### src/rtl/din_debounce_if.sv
// Signal bundle between the input synchronizer and the debounce filter. The
// slave side is the filter and the master side is whoever consumes it.
interface din_debounce_if #(
  parameter int DATA_W = 8,
  parameter int GL_W   = 8
);
  logic [DATA_W-1:0] din;
  logic [DATA_W-1:0] dout;
  logic              dout_vld;
  logic              busy;
  logic [GL_W-1:0]   glitch_cnt;

  modport slave  (input  din, output dout, dout_vld, busy, glitch_cnt);
  modport master (output din, input  dout, dout_vld, busy, glitch_cnt);
endinterface

### src/rtl/din_debounce.sv
// Whole-word stability filter: dout follows din only after din holds one value
// for STABLE_CYC edges. Aborted qualifications are counted in a saturating counter.
module din_debounce #(
  parameter int DATA_W     = 8,
  parameter int STABLE_CYC = 20,
  parameter int CNT_W      = 5,
  parameter int GL_W       = 8
) (
  input  logic          clk,
  input  logic          rst_n,
  din_debounce_if.slave bus
);
  typedef enum logic {IDLE = 1'b0, COUNT = 1'b1} state_e;

  localparam logic [CNT_W-1:0] LAST = CNT_W'(STABLE_CYC - 1);
  localparam logic [CNT_W-1:0] ONE  = CNT_W'(1);

  state_e            state_q, state_d;
  logic [CNT_W-1:0]  cnt_q, cnt_d;
  logic [DATA_W-1:0] cand_q, cand_d;
  logic [DATA_W-1:0] dout_q, dout_d;
  logic              vld_q, vld_d;
  logic [GL_W-1:0]   gl_q, gl_d;
  logic [GL_W-1:0]   gl_inc;

  // Saturating increment, shared by both abort paths.
  assign gl_inc = (gl_q == {GL_W{1'b1}}) ? gl_q : gl_q + GL_W'(1);

  always_comb begin
    state_d = state_q;
    cnt_d   = cnt_q;
    cand_d  = cand_q;
    dout_d  = dout_q;
    vld_d   = 1'b0;
    gl_d    = gl_q;
    unique case (state_q)
      IDLE: begin
        if (bus.din != dout_q) begin
          cand_d  = bus.din;
          cnt_d   = ONE;
          state_d = COUNT;
        end
      end
      COUNT: begin
        if (bus.din == dout_q) begin
          state_d = IDLE;
          cnt_d   = '0;
          gl_d    = gl_inc;
        end else if (bus.din != cand_q) begin
          // A third value restarts qualification without passing through IDLE.
          cand_d = bus.din;
          cnt_d  = ONE;
          gl_d   = gl_inc;
        end else if (cnt_q == LAST) begin
          dout_d  = cand_q;
          vld_d   = 1'b1;
          cnt_d   = '0;
          state_d = IDLE;
        end else begin
          cnt_d = cnt_q + ONE;
        end
      end
      default: state_d = IDLE;
    endcase
  end

  always_ff @(posedge clk or negedge rst_n) begin
    if (!rst_n) begin
      state_q <= IDLE;
      cnt_q   <= '0;
      cand_q  <= '0;
      dout_q  <= '0;
      vld_q   <= 1'b0;
      gl_q    <= '0;
    end else begin
      state_q <= state_d;
      cnt_q   <= cnt_d;
      cand_q  <= cand_d;
      dout_q  <= dout_d;
      vld_q   <= vld_d;
      gl_q    <= gl_d;
    end
  end

  assign bus.dout       = dout_q;
  assign bus.dout_vld   = vld_q;
  assign bus.busy       = (state_q == COUNT);
  assign bus.glitch_cnt = gl_q;
endmodule

### src/flat_wrapper.sv
// flat-port wrapper written by rule: the top's interface ports become plain ports
module din_debounce_flat 
#(
  parameter int DATA_W     = 8,
  parameter int STABLE_CYC = 20,
  parameter int CNT_W      = 5,
  parameter int GL_W       = 8
)
  (clk, rst_n, bus_din, bus_dout, bus_dout_vld, bus_busy, bus_glitch_cnt);
  din_debounce_if #(.DATA_W(DATA_W), .GL_W(GL_W)) bus_i ();
  input  logic clk;
  input  logic rst_n;
  input wire logic [$bits(bus_i.din)-1:0] bus_din;
  output wire logic [$bits(bus_i.dout)-1:0] bus_dout;
  output wire logic [$bits(bus_i.dout_vld)-1:0] bus_dout_vld;
  output wire logic [$bits(bus_i.busy)-1:0] bus_busy;
  output wire logic [$bits(bus_i.glitch_cnt)-1:0] bus_glitch_cnt;
  assign bus_i.din = bus_din;
  assign bus_dout = bus_i.dout;
  assign bus_dout_vld = bus_i.dout_vld;
  assign bus_busy = bus_i.busy;
  assign bus_glitch_cnt = bus_i.glitch_cnt;
  din_debounce #(.DATA_W(DATA_W), .STABLE_CYC(STABLE_CYC), .CNT_W(CNT_W), .GL_W(GL_W)) u_core (.clk(clk), .rst_n(rst_n), .bus(bus_i));
endmodule
### config.mk
export PLATFORM = sky130hd
export DESIGN_NAME = din_debounce_flat
export DESIGN_NICKNAME = d
export VERILOG_FILES = /design/src/rtl/din_debounce_if.sv /design/src/rtl/din_debounce.sv /design/src/flat_wrapper.sv
export SDC_FILE = /design/constraint.sdc
export NUM_CORES = 1
export LEC_CHECK = 0
export ABC_CLOCK_PERIOD_IN_PS = 2800
export CORE_MARGIN = 2
export CORE_UTILIZATION = 55
export CTS_CLUSTER_SIZE = 30
export DETAILED_ROUTE_END_ITERATION = 6
export PLACE_DENSITY = 0.8
export SETUP_SLACK_MARGIN = 0.5
export SLEW_MARGIN = 20
export SYNTH_ARGS = -nofsm -noshare
export SYNTH_HDL_FRONTEND = slang
export SYNTH_SLANG_ARGS = --single-unit
### constraint.sdc
create_clock -name clk -period 2.8 [get_ports clk]
set_input_delay 0.42 -clock clk [delete_from_list [all_inputs] [get_ports clk]]
set_output_delay 0.42 -clock clk [all_outputs]
set_load 0.02 [all_outputs]
* Word level (Yosys, flattened, before mapping)
Cells that the tools add are included.
** Storage, ports and cells
- ROM bits :: 0
- Output and inout port bits :: 18
- Flip-flop bits (word level) :: 31
- RAM bits :: 0
- Word-level logic and storage cells :: 44
- Memories kept :: 0
- Bits in latches :: 0
** Operators by class
- Multiply operators :: 0
- Eq/ne operators :: 8
- Shift operators :: 0
- Bitwise logic cells :: 3
- Divide/modulo/power cells :: 0
- Mux-type cells :: 21
- Reduce and logical (&&, ||, !) cells :: 4
- Add/subtract/negate cells :: 2
- $lt $le $gt $ge :: 0
** Operators by type and width (count)
- $mux W8 :: 6
- $mux W5 :: 4
- $ne A8 B8 Y1 :: 2
- $pmux W8 S2 :: 1
- $pmux W5 S2 :: 1
- $add A8 B1 Y8 const B :: 1
- $eq A8 B8 Y1 :: 1
- $eq A8 B8 Y1 const B :: 1
- $mux W1 :: 8
- $add A5 B1 Y5 const B :: 1
- $eq A5 B5 Y1 const B :: 1
- $ne A2 B2 Y1 const B :: 2
- $reduce_and A4 Y1 :: 1
- $not A1 Y1 :: 3
- $reduce_and A3 Y1 :: 1
- $ne A2 B1 Y1 const B :: 1
- $pmux W1 S2 :: 1
- $reduce_and A2 Y1 :: 1
- $reduce_bool A2 Y1 :: 1

* Longest topological paths before layout
Gate-level depths: netlist (run 1).
- Word-level depth :: 5
- Gate-level depth with buffers :: 6
- Mapped depth without buffers :: 6

* Worst setup path before layout (run 1)
Ideal clock, no wire load.
- Path type :: reg-to-reg
- Start :: register u_core.dout_q[6], in the netlist u_core.bus.dout[6]
- End :: register u_core.gl_q[1], in the netlist u_core.bus.glitch_cnt[1]
- Setup slack :: 0.889 ns
- Path buffers :: 1
- Arrival :: 1.787 ns
- Stages on the path, launching flop included :: 7
- Setup time :: 0.125 ns
- Path through :: dfrtp_1 xor2_1 nor4_2 a211oi_2 buf_6 nor2_1 mux2_2
** Between the ends
- Cells in the longest elaborated chain, start to end :: 3
- Elaborated cells on any way between the ends :: 4
** Ends and longest elaborated chain
- start: declaration :: RTL line din_debounce.sv:21 : logic [DATA_W-1:0] dout_q, dout_d;
- start signal: assignment :: RTL line din_debounce.sv:79 : dout_q <= dout_d;
- $eq A8 B8 Y1 (*) :: RTL line din_debounce.sv:45 : if (bus.din == dout_q) begin
- $reduce_bool A2 Y1 (no line)
- $reduce_and A2 Y1 (no line)
- end signal: assignment :: RTL line din_debounce.sv:81 : gl_q <= gl_d;
- end: declaration :: RTL line din_debounce.sv:23 : logic [GL_W-1:0] gl_q, gl_d;
Every way passes the cells marked *; elsewhere a longest branch is shown, timed or not.
A chain may end at the register's enable or synchronous reset.

* Worst setup path in the final report (run 1)
- Start :: input port bus_din[6]
- End :: register u_core.gl_q[1], in the netlist u_core.bus.glitch_cnt[1]
** Between the ends
- Cells in the longest elaborated chain, start to end :: 3
- Elaborated cells on any way between the ends :: 5
** Ends and longest elaborated chain
- start: declaration :: RTL line flat_wrapper.sv:13 : input wire logic [$bits(bus_i.din)-1:0] bus_din;
- $ne A8 B8 Y1 or $eq A8 B8 Y1 (tied branches) :: RTL line din_debounce.sv:49, din_debounce.sv:45
- $reduce_bool A2 Y1 (no line)
- $reduce_and A2 Y1 (no line)
Parallel ways exist; a longest one is shown, timed or not.

==> impl_metrics.toml, run 1 <==
[grt]
grt_overflow = 0
grt_max_degree = 32
grt_pass1_vias = 1066
use_met2 = 0.294
grt_use_total = 0.192
grt_busiest_layer = "met2"
grt_use_met3 = 0.0499
grt_pass1_wl_mm = 4.84
antenna_found_initial = 0
use_met1 = 0.263

[setup_path]
critical_path_class = "in2reg"
cp_num_buf_inv = 2
max_stage_delay_ns = 0.47
cpMaxStageDelayCell = "clkdlybuf4s50_1"
worstPathMaxFanout = 10
critPathLaunch = "bus_din[6]"
crit_arrival_ns = 2.45
r2r_cells = 6
path_delay_family = "buffers and inverters"
path_cells = "clkdlybuf4s50_1, xor2_1, nor4_2, a211oi_2, buf_4, nor2_1, mux2_2"
r2r_slack_ns = 0.76
start_kind = "input port"
endpoint_kind = "flip-flop"
crit_required_ns = 3.00
r2r-start = "u_core.bus.dout[6]"
timing.rr.end = "u_core.bus.glitch_cnt[1]"

[place]
dp_hpwl_mm = 2.16
gp_congestion = 0.823
place_ws_ns = 0.229
port_buffers = 27

[final_layout]
fill_cells = 218
area_growth_pct = 23.9
final_common_cell = "dfrtp_1"
fin_nets = 175
final_cell_mix = "dfrtp_1 (31), clkdlybuf4s50_1 (27), mux2_2 (17)"
antennaDiodeCount = 0
drive_gt1_frac = 0.213

[synthesis]
synth_top_family_by_area = "simple AND/OR/NAND/NOR gates"
yosysWarnings = 0
synth_cells = 130
synth_mux_area_frac = 0.123
synth_nets = 142
syn_area_um2 = 1560
synth_compound_area_frac = 0.0585
synth-xor-area-share = 0.129
yosysSeqAreaShare = 0.497
yosys-top-cells-area = "dfrtp_1 (50%), mux2_2 (12%), xor2_1 (8.4%)"
yosys.area_share.simple = 0.159
postSynthAreaPerCell_um2 = 12.0
synth_top_area_frac = 0.497
synth-seq-cells = 31
post-synth-top-area-cell = "dfrtp_1"
yosysUniqueCellTypes = 34
synthAdderAreaFrac = 0.0160

[pwr]
p_leak_nw = 0.816
max-vdd-ir-drop_mv = 0.808
p_int_w = 0.000852
p_switching_w = 0.000396
clkPwrFrac = 0.234
cellPowerDensity_nw_per_um2 = 646
pwr-share-comb = 0.294
switching_share = 0.317
seqPwrFrac = 0.472

[route]
vias_per_cell = 5.56
vias = 1084
wire_per_inst_um = 14.9
route.detailed.drc = 0
finalWirelength_mm = 2.91
drtIter0Drc = 34
antenna_left = 0
drtPass1Iterations = 4

[clocking]
cts_resized = 0
clock_sinks = 31
cts_setup_buffers = 0
cts_tree = "built"
hold_buffers = 0
htree_levels = 2
clk_pin_slew_worst_paths_ns = 0.10
clkLatencyLatePin_ns = 0.32
cts_buffers = 5
cts_buffer_depth = 2
root_buffer = "clkbuf_4"

[timing]
final-setup-viol-count = 0
fin_crit_ns = 2.25
max_freq_ghz = 0.445
rsz0062_at_grt = "no"
timing.final.crit_share = 0.803
max-slew-margin-rel = 0.600
whs_ns = 0.479
finClkSkew_ns = 0.0104
tns_ns = 0
setup_slack_ns = 0.551
drv_slew = 0
worstMarginPinSlew_ns = 0.593
hold_viol_final = 0

[floorplanning]
die_x_um = 57.3
dieHeight_um = 57.3
io-pin-count = 28
initial_utilization = 0.571
rows = 19
coreArea_um2 = 2730
dieArea_um2 = 3280

[outcome]
status = "complete, no violations"

[worst_hold_path]
worstHoldPathType = "in2async"

[job]
cap_viol_max_count = 0
[worst register-to-register path, stage by stage (launching register included)]
cell and delay [ns]:
dfrtp_1 0.41, xor2_1 0.16, nor4_2 0.45, a211oi_2 0.17, buf_4 0.21, nor2_1 0.19, mux2_2 0.35
[per-layer routing]
metal	part of all wire	up-vias
met1	0.47	535
met5	0	-
met3	0.034	2
li1	-	529
met4	0.0083	0
met2	0.49	18
[stage by stage]
stage / util / cells / power, W / area (um2)
after floorplan: - / 130 / 0.000793 / 1560
after global placement: 0.682 / 187 / 0.000958 / 1860
after detailed placement: 0.682 / 187 / 0.000968 / 1860
after CTS: 0.707 / 195 / 0.00126 / 1930
after global routing: 0.707 / 195 / 0.00132 / 1930
final: 0.707 / 195 / 0.00125 / 1930
[registers in the layout, summed over array words and instances (netlist names)]
name / count
u_core.cnt_q: 5
u_core.bus.busy: 1
u_core.bus.glitch_cnt: 8
u_core.bus.dout: 8
u_core.cand_q: 8
u_core.bus.dout_vld: 1
[kinds of logic after synthesis]
kind of cell | Yosys count
and+or+nand+nor | 40
buffers and inverters | 5
DFF | 31
muxes | 17
AOI/OAI and AO/OA | 12
adders and majority gates | 2
xor gates and xnor gates | 23
[cells in the mapped netlist]
master     count
nor2b_1        2
clkbuf_2       1
xnor2_1        8
o31ai_1        1
nor3_1         2
nand2_1        7
a221o_1        1
nand2b_1       1
xor2_1        15
nand4_1        3
mux2_2        17
nand2_2        2
nand3_2        1
or3_1          1
clkbuf_1       1
a22oi_1        1
o2bb2ai_1      2
o21ai_0        4
ha_1           2
inv_1          2
nor3b_1        1
nor2_1         6
and3_1         1
o21a_1         1
o221ai_1       1
nor4b_2        1
dfrtp_1       31
or2_2          1
nor4_2         3
or4b_1         1
and4b_1        1
nand3_1        6
a211oi_2       1
buf_6          1
[worst max-delay path by stage]
stage	endpoint	slack [ns]	depth (start not counted)
2_1_floorplan	u_core.bus.glitch_cnt[1]	0.89	6
3_3_place_gp	u_core.bus.glitch_cnt[1]	0.29	7
3_5_place_dp	u_core.bus.glitch_cnt[1]	0.23	7
4_1_cts	u_core.bus.glitch_cnt[1]	0.57	7
5_1_grt	u_core.bus.glitch_cnt[1]	0.50	7
6_report	u_core.bus.glitch_cnt[1]	0.55	7
[power groups by stage]
| stage | Combinational (W) | Sequential [W] | Clock, W |
|---|---|---|---|
| floorplan | 0.000134 | 0.000659 | 0 |
| global placement | 0.000363 | 0.000595 | 0 |
| detailed placement | 0.000369 | 0.000599 | 0 |
| CTS | 0.000372 | 0.000590 | 0.000301 |
| global route | 0.000394 | 0.000604 | 0.000321 |
| finish | 0.000367 | 0.000589 | 0.000293 |
[area by class of cell]
cell class / count / area [um2] / area share
Sequential cell: 31 / 776 / 0.401
Clock buffer: 8 / 68.8 / 0.0356
Inverter: 2 / 7.51 / 0.00388
Tap cell: 31 / 38.8 / 0.0201
Timing Repair Buffer: 29 / 285 / 0.148
Multi-Input combinational cell: 94 / 757 / 0.392
No activity file was read; power rests on OpenSTA's default activity.
==> inputs of run 2 (changes only) <==
--- a/config.mk
+++ b/config.mk
@@ -5,12 +5,12 @@
 export SDC_FILE = /design/constraint.sdc
 export NUM_CORES = 1
 export LEC_CHECK = 0
-export ABC_CLOCK_PERIOD_IN_PS = 2800
+export ABC_CLOCK_PERIOD_IN_PS = 1900
 export CORE_MARGIN = 2
-export CORE_UTILIZATION = 55
+export CORE_UTILIZATION = 46
 export CTS_CLUSTER_SIZE = 30
 export DETAILED_ROUTE_END_ITERATION = 6
-export PLACE_DENSITY = 0.8
+export PLACE_DENSITY = 0.71
 export SETUP_SLACK_MARGIN = 0.5
 export SLEW_MARGIN = 20
 export SYNTH_ARGS = -nofsm -noshare
==> constraint.sdc (replaced) <==
create_clock -name clk -period 1.9 [get_ports clk]
set_input_delay 0.285 -clock clk [delete_from_list [all_inputs] [get_ports clk]]
set_output_delay 0.285 -clock clk [all_outputs]
set_load 0.02 [all_outputs]
==> impl_metrics.toml, run 2 (synthesis results as in run 1) <==
[route]
drtIter0Drc = 55
drtPass1Iterations = 4
finalWirelength_mm = 3.53
wire_per_inst_um = 15.2
route.detailed.drc = 0
vias_per_cell = 5.16
antenna_left = 0
vias = 1198

[timing]
drv_slew = 0
max_freq_ghz = 0.522
whs_ns = 0.346
setup_slack_ns = -0.0161
worstMarginPinSlew_ns = 0.399
finClkSkew_ns = 0.0120
max-slew-margin-rel = 0.734
rsz0062_at_grt = "yes"
fin_crit_ns = 1.92
timing.final.crit_share = 1.01
hold_viol_final = 0
final-setup-viol-count = 1

[final_layout]
drive_gt1_frac = 0.468
finalNonFillerCells = 232
fin_nets = 197
area_growth_pct = 50.2
final_common_cell = "dfrtp_1"
antennaDiodeCount = 0
final_cell_mix = "dfrtp_1 (22), buf_4 (18), mux2_4 (15)"

[clocking]
cts_buffer_depth = 2
htree_levels = 2
clkLatencyLatePin_ns = 0.33
clock_sinks = 31
cts_buffers = 5
cts_tree = "built"
clk_pin_slew_worst_paths_ns = 0.10
root_buffer = "clkbuf_4"

[setup_path]
crit_required_ns = 2.15
start_kind = "flip-flop"
timing.rr.end = "u_core.cnt_q[3]"
r2r-start = "u_core.cand_q[6]"
crit_arrival_ns = 2.16
r2r_cells = 5
endpoint_kind = "flip-flop"
critical_path_class = "reg2reg"
worstPathMaxFanout = 3
r2r_slack_ns = -0.02

[outcome]
violations = "setup timing"
status = "finished with violations"

[place]
place_inst = 215
gp_congestion = 0.747
dp_hpwl_mm = 2.30
place_ws_ns = -0.443
port_buffers = 27

[grt]
grt_pass1_wl_mm = 6.04
grt_use_total = 0.200
grt_overflow = 0
antenna_found_initial = 0
grt_max_degree = 32
grt_pass1_vias = 1243

[floorplanning]
rows = 21
initial_utilization = 0.475
coreArea_um2 = 3280
die_x_um = 62.2
dieHeight_um = 62.2
io-pin-count = 28
dieArea_um2 = 3870

[pwr]
p_leak_nw = 1.05
cellPowerDensity_nw_per_um2 = 830
max-vdd-ir-drop_mv = 0.550

[job]
cap_viol_max_count = 0

[worst_hold_path]
worstHoldPathType = "in2async"
-- run 2: cell type report --
class | count | area [um2]
Multi-Input combinational cell | 94 | 981
Fill cell | 238 | 941
Sequential cell | 31 | 787
Timing Repair Buffer | 51 | 442
Clock buffer | 8 | 68.8
Tap cell | 46 | 57.6
Inverter | 2 | 7.51
-- run 2: how the worst max path moves through the flow --
stage	from	to	slack, ns	cells after the start
6_report	u_core.cand_q[6]	u_core.cnt_q[3]	-0.02	5
5_1_grt	u_core.cand_q[6]	u_core.cnt_q[3]	-0.11	5
4_1_cts	u_core.cand_q[6]	u_core.cnt_q[3]	0.0004	5
3_5_place_dp	bus_din[6]	u_core.cnt_q[3]	-0.44	6
3_3_place_gp	bus_din[6]	u_core.cnt_q[3]	-0.43	6
2_1_floorplan	u_core.cand_q[7]	u_core.cnt_q[3]	0.08	6
-- run 2: power by group --
group / internal, W / switching, W
registers: 0.000764 / 0.000120
logic: 0.000297 / 0.000324
clock network: 0.000218 / 0.000222
total: 0.00128 / 0.000667
-- run 2: layer usage --
layer | wire (um) | vias up | track usage
met3 | 122 | 8 | 0.0471
met4 | 51 | 0 | 0.0667
met2 | 1790 | 24 | 0.325
met1 | 1570 | 595 | 0.265
li1 | - | 571 | -
met5 | 0 | - | 0
-- run 2: worst max-delay path: stages (launching register included) --
cell and delay [ns]:
dfrtp_1 0.42, xnor2_2 0.17, nand4_1 0.21, or3_4 0.47, or4b_1 0.49, o221ai_2 0.07
-- run 2: repair_timing --
action                     4_1_cts  5_1_grt
hold endpoints to repair         0        0
pin swaps                       15        7
setup endpoints to repair       49       45
hold buffers                     0        0
setup buffers                    6        2
gates resized for setup         60       26
cloned                           1        0
-- run 2: metrics by stage --
stage          area, um2  TNS [ns]   util  power (W)
2_1_floorplan       1660         0      -    0.00119
3_3_place_gp        2070     -9.96  0.629    0.00144
3_5_place_dp        2070    -10.68  0.629    0.00146
4_1_cts             2280         0  0.693    0.00190
5_1_grt             2340    -0.474  0.714    0.00205
6_report            2340   -0.0161  0.714    0.00195
